**config.mk**
```make
export PLATFORM = sky130hd
export DESIGN_NAME = alu_share_arb
export DESIGN_NICKNAME = d
export VERILOG_FILES = /design/src/rtl/alu_share_arb.sv
export SDC_FILE = /design/constraint.sdc
export NUM_CORES = 1
export LEC_CHECK = 0
export CAP_MARGIN = 20
export CORE_MARGIN = 2
export CORE_UTILIZATION = 45
export DETAILED_ROUTE_END_ITERATION = 12
export DONT_BUFFER_PORTS = 1
export HOLD_SLACK_MARGIN = 0.02
export SLEW_MARGIN = 20
export SYNTH_ARGS = -nofsm -noshare
export SYNTH_HDL_FRONTEND = slang
export SYNTH_SLANG_ARGS = --single-unit
```
**constraint.sdc**
```tcl
create_clock -name clk -period 9.4 [get_ports clk]
set_input_delay 2.35 -clock clk [delete_from_list [all_inputs] [get_ports clk]]
set_output_delay 2.35 -clock clk [all_outputs]
set_load 0.03 [all_outputs]
```
**src/rtl/alu_share_arb.sv**
```systemverilog
// alu_share_arb: two requesters share one 32-bit ALU through a two-stage pipeline (operand reg, result reg)
// with round-robin grant and full backpressure. Define ALU_ARB_FUNCHK_EN to add rsp_err for illegal fun codes.
module alu_share_arb #(
  parameter int ID_W    = 1,
  parameter bit RR_INIT = 1'b0
) (
  input  logic            clk,
  input  logic            reset,
  input  logic            req0_valid,
  output logic            req0_ready,
  input  logic [31:0]     req0_a,
  input  logic [31:0]     req0_b,
  input  logic [5:0]      req0_fun,
  input  logic            req0_sign,
  input  logic            req1_valid,
  output logic            req1_ready,
  input  logic [31:0]     req1_a,
  input  logic [31:0]     req1_b,
  input  logic [5:0]      req1_fun,
  input  logic            req1_sign,
  output logic            rsp_valid,
  input  logic            rsp_ready,
  output logic [31:0]     rsp_z,
`ifdef ALU_ARB_FUNCHK_EN
  output logic            rsp_err,
`endif
  output logic [ID_W-1:0] rsp_id,
  output logic            busy
);

  localparam logic [5:0] FUN_ADD = 6'b000000;
  localparam logic [5:0] FUN_SUB = 6'b000001;
  localparam logic [5:0] FUN_AND = 6'b011000;
  localparam logic [5:0] FUN_OR  = 6'b011110;
  localparam logic [5:0] FUN_XOR = 6'b010110;
  localparam logic [5:0] FUN_NOR = 6'b010001;
  localparam logic [5:0] FUN_A   = 6'b011010;
  localparam logic [5:0] FUN_SLL = 6'b100000;
  localparam logic [5:0] FUN_SRL = 6'b100001;
  localparam logic [5:0] FUN_SRA = 6'b100011;
  localparam logic [5:0] FUN_EQ  = 6'b110011;
  localparam logic [5:0] FUN_NEQ = 6'b110001;
  localparam logic [5:0] FUN_LT  = 6'b110101;
  localparam logic [5:0] FUN_LEZ = 6'b111101;
  localparam logic [5:0] FUN_LTZ = 6'b111011;
  localparam logic [5:0] FUN_GTZ = 6'b111111;

  // Unlisted codes fall to the default and yield zero.
  function automatic logic [31:0] alu_eval(input logic [31:0] a, input logic [31:0] b,
                                           input logic [5:0] fun, input logic sign);
    logic        lt_v;
    logic        a_neg_v;
    logic        a_zero_v;
    logic [31:0] z_v;
    lt_v     = sign ? ($signed(a) < $signed(b)) : (a < b);
    a_neg_v  = sign & a[31];
    a_zero_v = (a == 32'd0);
    case (fun)
      FUN_ADD: z_v = a + b;
      FUN_SUB: z_v = a - b;
      FUN_AND: z_v = a & b;
      FUN_OR:  z_v = a | b;
      FUN_XOR: z_v = a ^ b;
      FUN_NOR: z_v = ~(a | b);
      FUN_A:   z_v = a;
      FUN_SLL: z_v = b << a[4:0];
      FUN_SRL: z_v = b >> a[4:0];
      FUN_SRA: z_v = $unsigned($signed(b) >>> a[4:0]);
      FUN_EQ:  z_v = {31'd0, (a == b)};
      FUN_NEQ: z_v = {31'd0, (a != b)};
      FUN_LT:  z_v = {31'd0, lt_v};
      FUN_LEZ: z_v = {31'd0, (a_neg_v | a_zero_v)};
      FUN_LTZ: z_v = {31'd0, a_neg_v};
      FUN_GTZ: z_v = {31'd0, (~a_neg_v & ~a_zero_v)};
      default: z_v = 32'd0;
    endcase
    return z_v;
  endfunction

`ifdef ALU_ARB_FUNCHK_EN
  function automatic logic fun_legal(input logic [5:0] fun);
    logic ok_v;
    case (fun)
      FUN_ADD, FUN_SUB, FUN_AND, FUN_OR, FUN_XOR, FUN_NOR, FUN_A, FUN_SLL,
      FUN_SRL, FUN_SRA, FUN_EQ, FUN_NEQ, FUN_LT, FUN_LEZ, FUN_LTZ, FUN_GTZ: ok_v = 1'b1;
      default: ok_v = 1'b0;
    endcase
    return ok_v;
  endfunction
`endif

  logic            s1_v_r;
  logic [31:0]     s1_a_r;
  logic [31:0]     s1_b_r;
  logic [5:0]      s1_fun_r;
  logic            s1_sign_r;
  logic [ID_W-1:0] s1_id_r;
  logic            s2_v_r;
  logic [31:0]     rsp_z_r;
  logic [ID_W-1:0] rsp_id_r;
  logic            prio_r;
`ifdef ALU_ARB_FUNCHK_EN
  logic            rsp_err_r;
`endif

  logic            grant0_s;
  logic            grant1_s;
  logic            s2_load_s;
  logic            s1_open_s;
  logic            accept0_s;
  logic            accept1_s;
  logic            accept_s;
  logic [31:0]     sel_a_s;
  logic [31:0]     sel_b_s;
  logic [5:0]      sel_fun_s;
  logic            sel_sign_s;
  logic [31:0]     alu_z_s;

  assign s2_load_s = s1_v_r & (~s2_v_r | rsp_ready);
  assign s1_open_s = ~s1_v_r | s2_load_s;

  // Round-robin grant: prio_r names the requester that wins a tie.
  always_comb begin
    grant0_s = 1'b0;
    grant1_s = 1'b0;
    if (req0_valid && req1_valid) begin
      grant0_s = ~prio_r;
      grant1_s = prio_r;
    end else begin
      grant0_s = req0_valid;
      grant1_s = req1_valid;
    end
  end

  assign req0_ready = grant0_s & s1_open_s;
  assign req1_ready = grant1_s & s1_open_s;
  assign accept0_s  = req0_valid & req0_ready;
  assign accept1_s  = req1_valid & req1_ready;
  assign accept_s   = accept0_s | accept1_s;

  // Operand select for the accepted requester.
  always_comb begin
    sel_a_s    = req0_a;
    sel_b_s    = req0_b;
    sel_fun_s  = req0_fun;
    sel_sign_s = req0_sign;
    if (accept1_s) begin
      sel_a_s    = req1_a;
      sel_b_s    = req1_b;
      sel_fun_s  = req1_fun;
      sel_sign_s = req1_sign;
    end else begin
      sel_a_s    = req0_a;
      sel_b_s    = req0_b;
      sel_fun_s  = req0_fun;
      sel_sign_s = req0_sign;
    end
  end

  assign alu_z_s = alu_eval(s1_a_r, s1_b_r, s1_fun_r, s1_sign_r);

  // Stage 1 operand register and round-robin priority.
  always_ff @(posedge clk) begin
    if (reset) begin
      s1_v_r    <= 1'b0;
      s1_a_r    <= 32'd0;
      s1_b_r    <= 32'd0;
      s1_fun_r  <= 6'd0;
      s1_sign_r <= 1'b0;
      s1_id_r   <= ID_W'(1'b0);
      prio_r    <= RR_INIT;
    end else if (accept_s) begin
      s1_v_r    <= 1'b1;
      s1_a_r    <= sel_a_s;
      s1_b_r    <= sel_b_s;
      s1_fun_r  <= sel_fun_s;
      s1_sign_r <= sel_sign_s;
      s1_id_r   <= ID_W'(accept1_s);
      prio_r    <= ~accept1_s;
    end else if (s2_load_s) begin
      s1_v_r <= 1'b0;
    end
  end

  // Stage 2 result register; holds while the consumer stalls.
  always_ff @(posedge clk) begin
    if (reset) begin
      s2_v_r    <= 1'b0;
      rsp_z_r   <= 32'd0;
      rsp_id_r  <= ID_W'(1'b0);
`ifdef ALU_ARB_FUNCHK_EN
      rsp_err_r <= 1'b0;
`endif
    end else if (s2_load_s) begin
      s2_v_r    <= 1'b1;
      rsp_z_r   <= alu_z_s;
      rsp_id_r  <= s1_id_r;
`ifdef ALU_ARB_FUNCHK_EN
      rsp_err_r <= ~fun_legal(s1_fun_r);
`endif
    end else if (rsp_ready) begin
      s2_v_r <= 1'b0;
    end
  end

  assign rsp_valid = s2_v_r;
  assign rsp_z     = rsp_z_r;
  assign rsp_id    = rsp_id_r;
  assign busy      = s1_v_r | s2_v_r;
`ifdef ALU_ARB_FUNCHK_EN
  assign rsp_err   = rsp_err_r;
`endif

endmodule

```
### After elaboration in Yosys (flattened, before gate mapping)

Index checks and enable logic that the tools add are counted.

* register bits: 108
* bits of input ports: 147
* output and inout bits: 37
* logic and storage cells: 73

* $add $sub $neg: 2
* $lt $le $gt $ge: 2
* eq/ne operators: 17
* shifts and indexed selects: 3
* mux-type cells: 12
* bitwise logic cells: 22
* reductions and logical operators: 5

Operators with widths (number)
* $pmux W32 S16: 1
* $lt A32 B32 Y1: 2
* $mux W32: 2
* $eq A6 B6 Y1 const B: 9
* $add A32 B32 Y32: 1
* $and A32 B32 Y32: 1
* $eq A32 B32 Y1: 1
* $logic_not A32 Y1: 1
* $ne A32 B32 Y1: 1
* $not A32 Y32: 1
* $or A32 B32 Y32: 1
* $shl A32 B5 Y32: 1
* $shr A32 B5 Y32: 1
* $sshr A32 B5 Y32: 1
* $sub A32 B32 Y32: 1
* $xor A32 B32 Y32: 1
* $eq A6 B5 Y1 const B: 5
* $mux W1: 8
* $and A1 B1 Y1: 7
* $eq A6 B1 Y1 const B: 1
* $logic_not A6 Y1: 1
* $mux W6: 1
* $not A1 Y1: 6
* $or A1 B1 Y1: 5
* 2 further kinds: 3

### Logic depth before layout (Yosys ltp)

* word-level depth: 8
* gate-level depth with buffers: 16
* mapped depth without buffers: 13

### Worst setup path after synthesis

Ideal clock, no wire load.

* path type: input-to-output
* from: input rsp_ready
* to: output req1_ready
* arrival: 3604 ps
* required time: 7050 ps
* path slack: 3446 ps
* cell stages on the path: 6
* path buffers: 2
* cells stage by stage: nor2b_1 > nand2_1 > nand2_1 > a21oi_1 > clkbuf_1 > clkbuf_1

* longest elaborated chain between the ends: 4

Ends and longest elaborated chain
* start: declaration: RTL line 22 `input logic rsp_ready,`
* $or A1 B1 Y1: RTL line 119 `assign s2_load_s = s1_v_r & (~s2_v_r | rsp_ready);`
* $and A1 B1 Y1: RTL line 119
* $or A1 B1 Y1: RTL line 120 `assign s1_open_s = ~s1_v_r | s2_load_s;`
* $and A1 B1 Y1: RTL line 136 `assign req1_ready = grant1_s & s1_open_s;`
* end: declaration: RTL line 16 `output logic req1_ready,`

Every way passes these cells.

### Final worst setup path

Ends and elaborated chain as after synthesis.

==> flow_metrics.py <==
metrics = {
    "synthesis": {
        "yosysWarnings": 0,
        "synth_edf_count": 0,
        "async_flop_share_pct": 0,
        "ys_ff_latch": 108,
        "syn_area_um2": 13300,
        "synth_ff_type": "dfxtp_1",
        "syn_nets": 2158,
        "syn_inst": 1906,
        "synth-seq-area-share_pct": 16.3,
        "ys_types": 87,
        "avgSynthCellArea_um2": 6.98,
    },
    "finish": {
        "nets": 2048,
        "ff_latch_area_um2": 2170,
        "instances_no_fill": 2187,
        "post-route-util_pct": 47.6,
        "fillers": 3045,
        "area_growth_pct": 3.63,
        "fin_area_um2": 13800,
        "multi_input_area_um2": 10200,
        "drive_above_1_share_pct": 7.22,
    },
    "clock_network": {
        "root_buffer": "clkbuf_16",
        "numCtsBuffers": 9,
        "cts_resized": 0,
        "clk_latency_ns": 0.41,
        "post_cts_buffers": 0,
        "h-tree-depth": 3,
        "cts-hold-fix-buffers": 0,
        "cts_tree": "built",
        "clkSinkCount": 108,
        "clkTransAtPathRegs_ns": 0.07,
        "clockBufferDepth": 2,
    },
    "timing": {
        "fin_crit_ns": 5.52,
        "finalWorstSetupSlack_ns": 3.88,
        "clock_skew_ns": 0.0179,
        "finalSetupTns_ns": 0,
        "setup_violations": 0,
        "maxSlewHeadroom_pct": 15.6,
        "rsz0062_at_grt": "false",
        "clock.fmax_mhz": 181,
        "period_share_pct": 58.7,
        "hold-worst-slack_ns": 0.459,
        "worst_pin_slew_ns": 1.25,
        "hold_viol_final": 0,
        "slew_violations": 0,
    },
    "route": {
        "firstDrtPassIters": 7,
        "ant_nets": 0,
        "wl_per_cell_um": 27.8,
        "vias": 15000,
        "vias_per_cell": 6.84,
        "drt_iter0_drc": 2200,
        "wirelength_um": 60900,
        "drc": 0,
    },
    "global_routing": {
        "grt_util_met1_pct": 50.7,
        "met3_usage_pct": 6.21,
        "use_met2_pct": 59.2,
        "grt_max_degree": 83,
        "grt_pass1_vias": 13600,
        "antenna_found_initial": 2,
        "grt_pass1_wl_um": 89500,
        "gr-total-overflow": 0,
        "top_usage_layer": "met2",
        "grtUsageTotal_pct": 38.8,
    },
    "pwr": {
        "p_sw_mw": 0.944,
        "ir_drop_mv": 0.101,
        "p_per_area_nw_per_um2": 141,
        "report.power.total_mw": 1.95,
        "power_frac_comb_pct": 48.8,
        "p_int_mw": 1.00,
        "clkPwrFrac_pct": 20.7,
        "p_seq_share_pct": 30.5,
        "leakage_nw": 5.15,
        "swShare_pct": 48.5,
    },
    "critical_path": {
        "worst-setup-path-type": "input pin to output pin",
        "cp.required_ns": 7.05,
        "cp_slowest_stage_delay_ns": 0.45,
        "start_kind": "input pin",
        "critical_path.startpoint": "rsp_ready",
        "cp_max_fo": 43,
        "slowest_stage": "buf_4",
        "cp.arrival_ns": 3.17,
        "r2r-start": "s1_a_r[0]$_SDFFE_PP0P_",
        "crit_top_cell": "nand2_1",
        "end_kind": "output pin",
        "cp_cell_sequence": "nor2b_1 -> nand2_1 -> nand2_1 -> a21oi_4 -> buf_4",
    },
    "floorplan": {
        "core_um2": 28900,
        "die_y_um": 176,
        "placementRows": 62,
        "die-width_um": 176,
        "initial_core_util_pct": 46.0,
        "ios": 184,
        "die_area_um2": 30900,
    },
    "placed_design": {
        "place.gp.congestion": 1.03,
        "place_area_um2": 13500,
        "placed_cells": 2169,
        "dpl.hpwl_um": 45600,
        "dpl_worst_slack_ns": 3.88,
        "port-buffer-count": 0,
    },
    "run_status": {
        "run_status": "finished, final reports clean",
    },
    "worst_hold_path": {
        "worstHoldStart": "s1_id_r$_SDFFE_PP0P_",
        "hp-class": "flip-flop to flip-flop",
    },
    "flow_run": {
        "maxCapViolCount": 0,
    },
}
## power by group through the flow
| stage | sequential [mW] | clock, mW | combinational [mW] |
|---|---|---|---|
| 3_3_place_gp | 0.602 | 0 | 0.917 |
| 6_report | 0.595 | 0.403 | 0.951 |
| 2_1_floorplan | 0.563 | 0 | 0.657 |
| 4_1_cts | 0.592 | 0.409 | 0.921 |
| 3_5_place_dp | 0.603 | 0 | 0.917 |
| 5_1_grt | 0.599 | 0.428 | 1.02 |
## logic make-up after synthesis
kind of cell | share of synthesized area, %
AOI/OAI and AO/OA | 35.1
xor gates and xnor gates | 0.725
adders and majority gates | 9.99
buffers and inverters | 7.77
DFF | 16.3
muxes | 10.2
and+or+nand+nor | 20.0
## synthesized netlist by cell type, types with 15 or more instances
cell type  count  share of area [%]
o22ai_1       16               0.75
nor4_1        23                1.1
a222oi_1      16                1.2
a211oi_1      19                1.1
a221oi_1      27                1.8
o31ai_1       17               0.96
a22oi_1       81                4.6
o21ai_0      150                5.6
nand2b_1      16               0.75
buf_2         34                1.3
mux4_2        28                4.7
clkbuf_1     103                2.9
dfxtp_1      108                 16
ha_1         103                9.7
nor2_1       187                5.3
nor3_1        31                1.2
a31oi_1       15               0.71
mux2i_1       62                4.7
a21oi_1      237                8.9
o211ai_1      18                1.0
nand2_1      245                6.9
inv_1         98                2.8
buf_1         17               0.48
nand3_1       37                1.4
## layout make-up
cell class,count,area share (%)
Inverter,100,2.72
Antenna cell,2,0.0363
Clock buffer,12,1.86
Timing Repair Buffer,37,2.02
Clock inverter,4,0.236
Sequential cell,108,15.7
Multi-Input combinational cell,1540,73.9
Tap cell,384,3.49
## final timing paths
path                            cells past startpoint  slack (ns)                      to
worst max register to register                     14        4.88  rsp_z[23]$_SDFFE_PP0P_
worst max-delay path                                5        3.88              req1_ready
worst min register to register                      2        0.46     rsp_id$_SDFFE_PP0P_
worst min-delay path                                2        0.46     rsp_id$_SDFFE_PP0P_
## worst max-delay path: cells and delay by family
kind / cells / cell delay (ns)
AND/OR/NAND/NOR: 3 / 0.24
AO/OA/AOI/OAI: 1 / 0.11
buffers and inverters: 1 / 0.45
## state kept, by name, summed over array words and instances (netlist names)
name	count
prio_r	1
rsp_id	1
s1_fun_r	6
s1_sign_r	1
s1_a_r	32
s1_v_r	1
rsp_valid	1
rsp_z	32
s1_id_r	1
s1_b_r	32
## routing by layer
| metal | wire, um | vias to the layer above |
|---|---|---|
| met1 | 24800 | 7088 |
| li1 | - | 6816 |
| met3 | 5260 | 195 |
| met5 | 0 | - |
| met2 | 26400 | 851 |
| met4 | 4410 | 0 |
## placed cells by master, fill, tap and decap left out, drive strengths merged, types with 10 or more instances in the layout
cell,count
a211oi,19
a21oi,238
a221oi,28
a222oi,16
a22o,14
a22oi,81
a31oi,16
buf,37
clkbuf,12
dfxtp,108
ha,103
inv,99
mux2i,62
mux4,28
nand2,245
nand2b,16
nand3,37
nand4,12
nor2,188
nor3,32
nor4,23
o2111ai,12
o211ai,18
o21ai,155
o21bai,11
o221ai,10
o22ai,16
o31ai,18
or2,10
xnor2,10
Note: power is estimated with default switching activity, not from simulation.
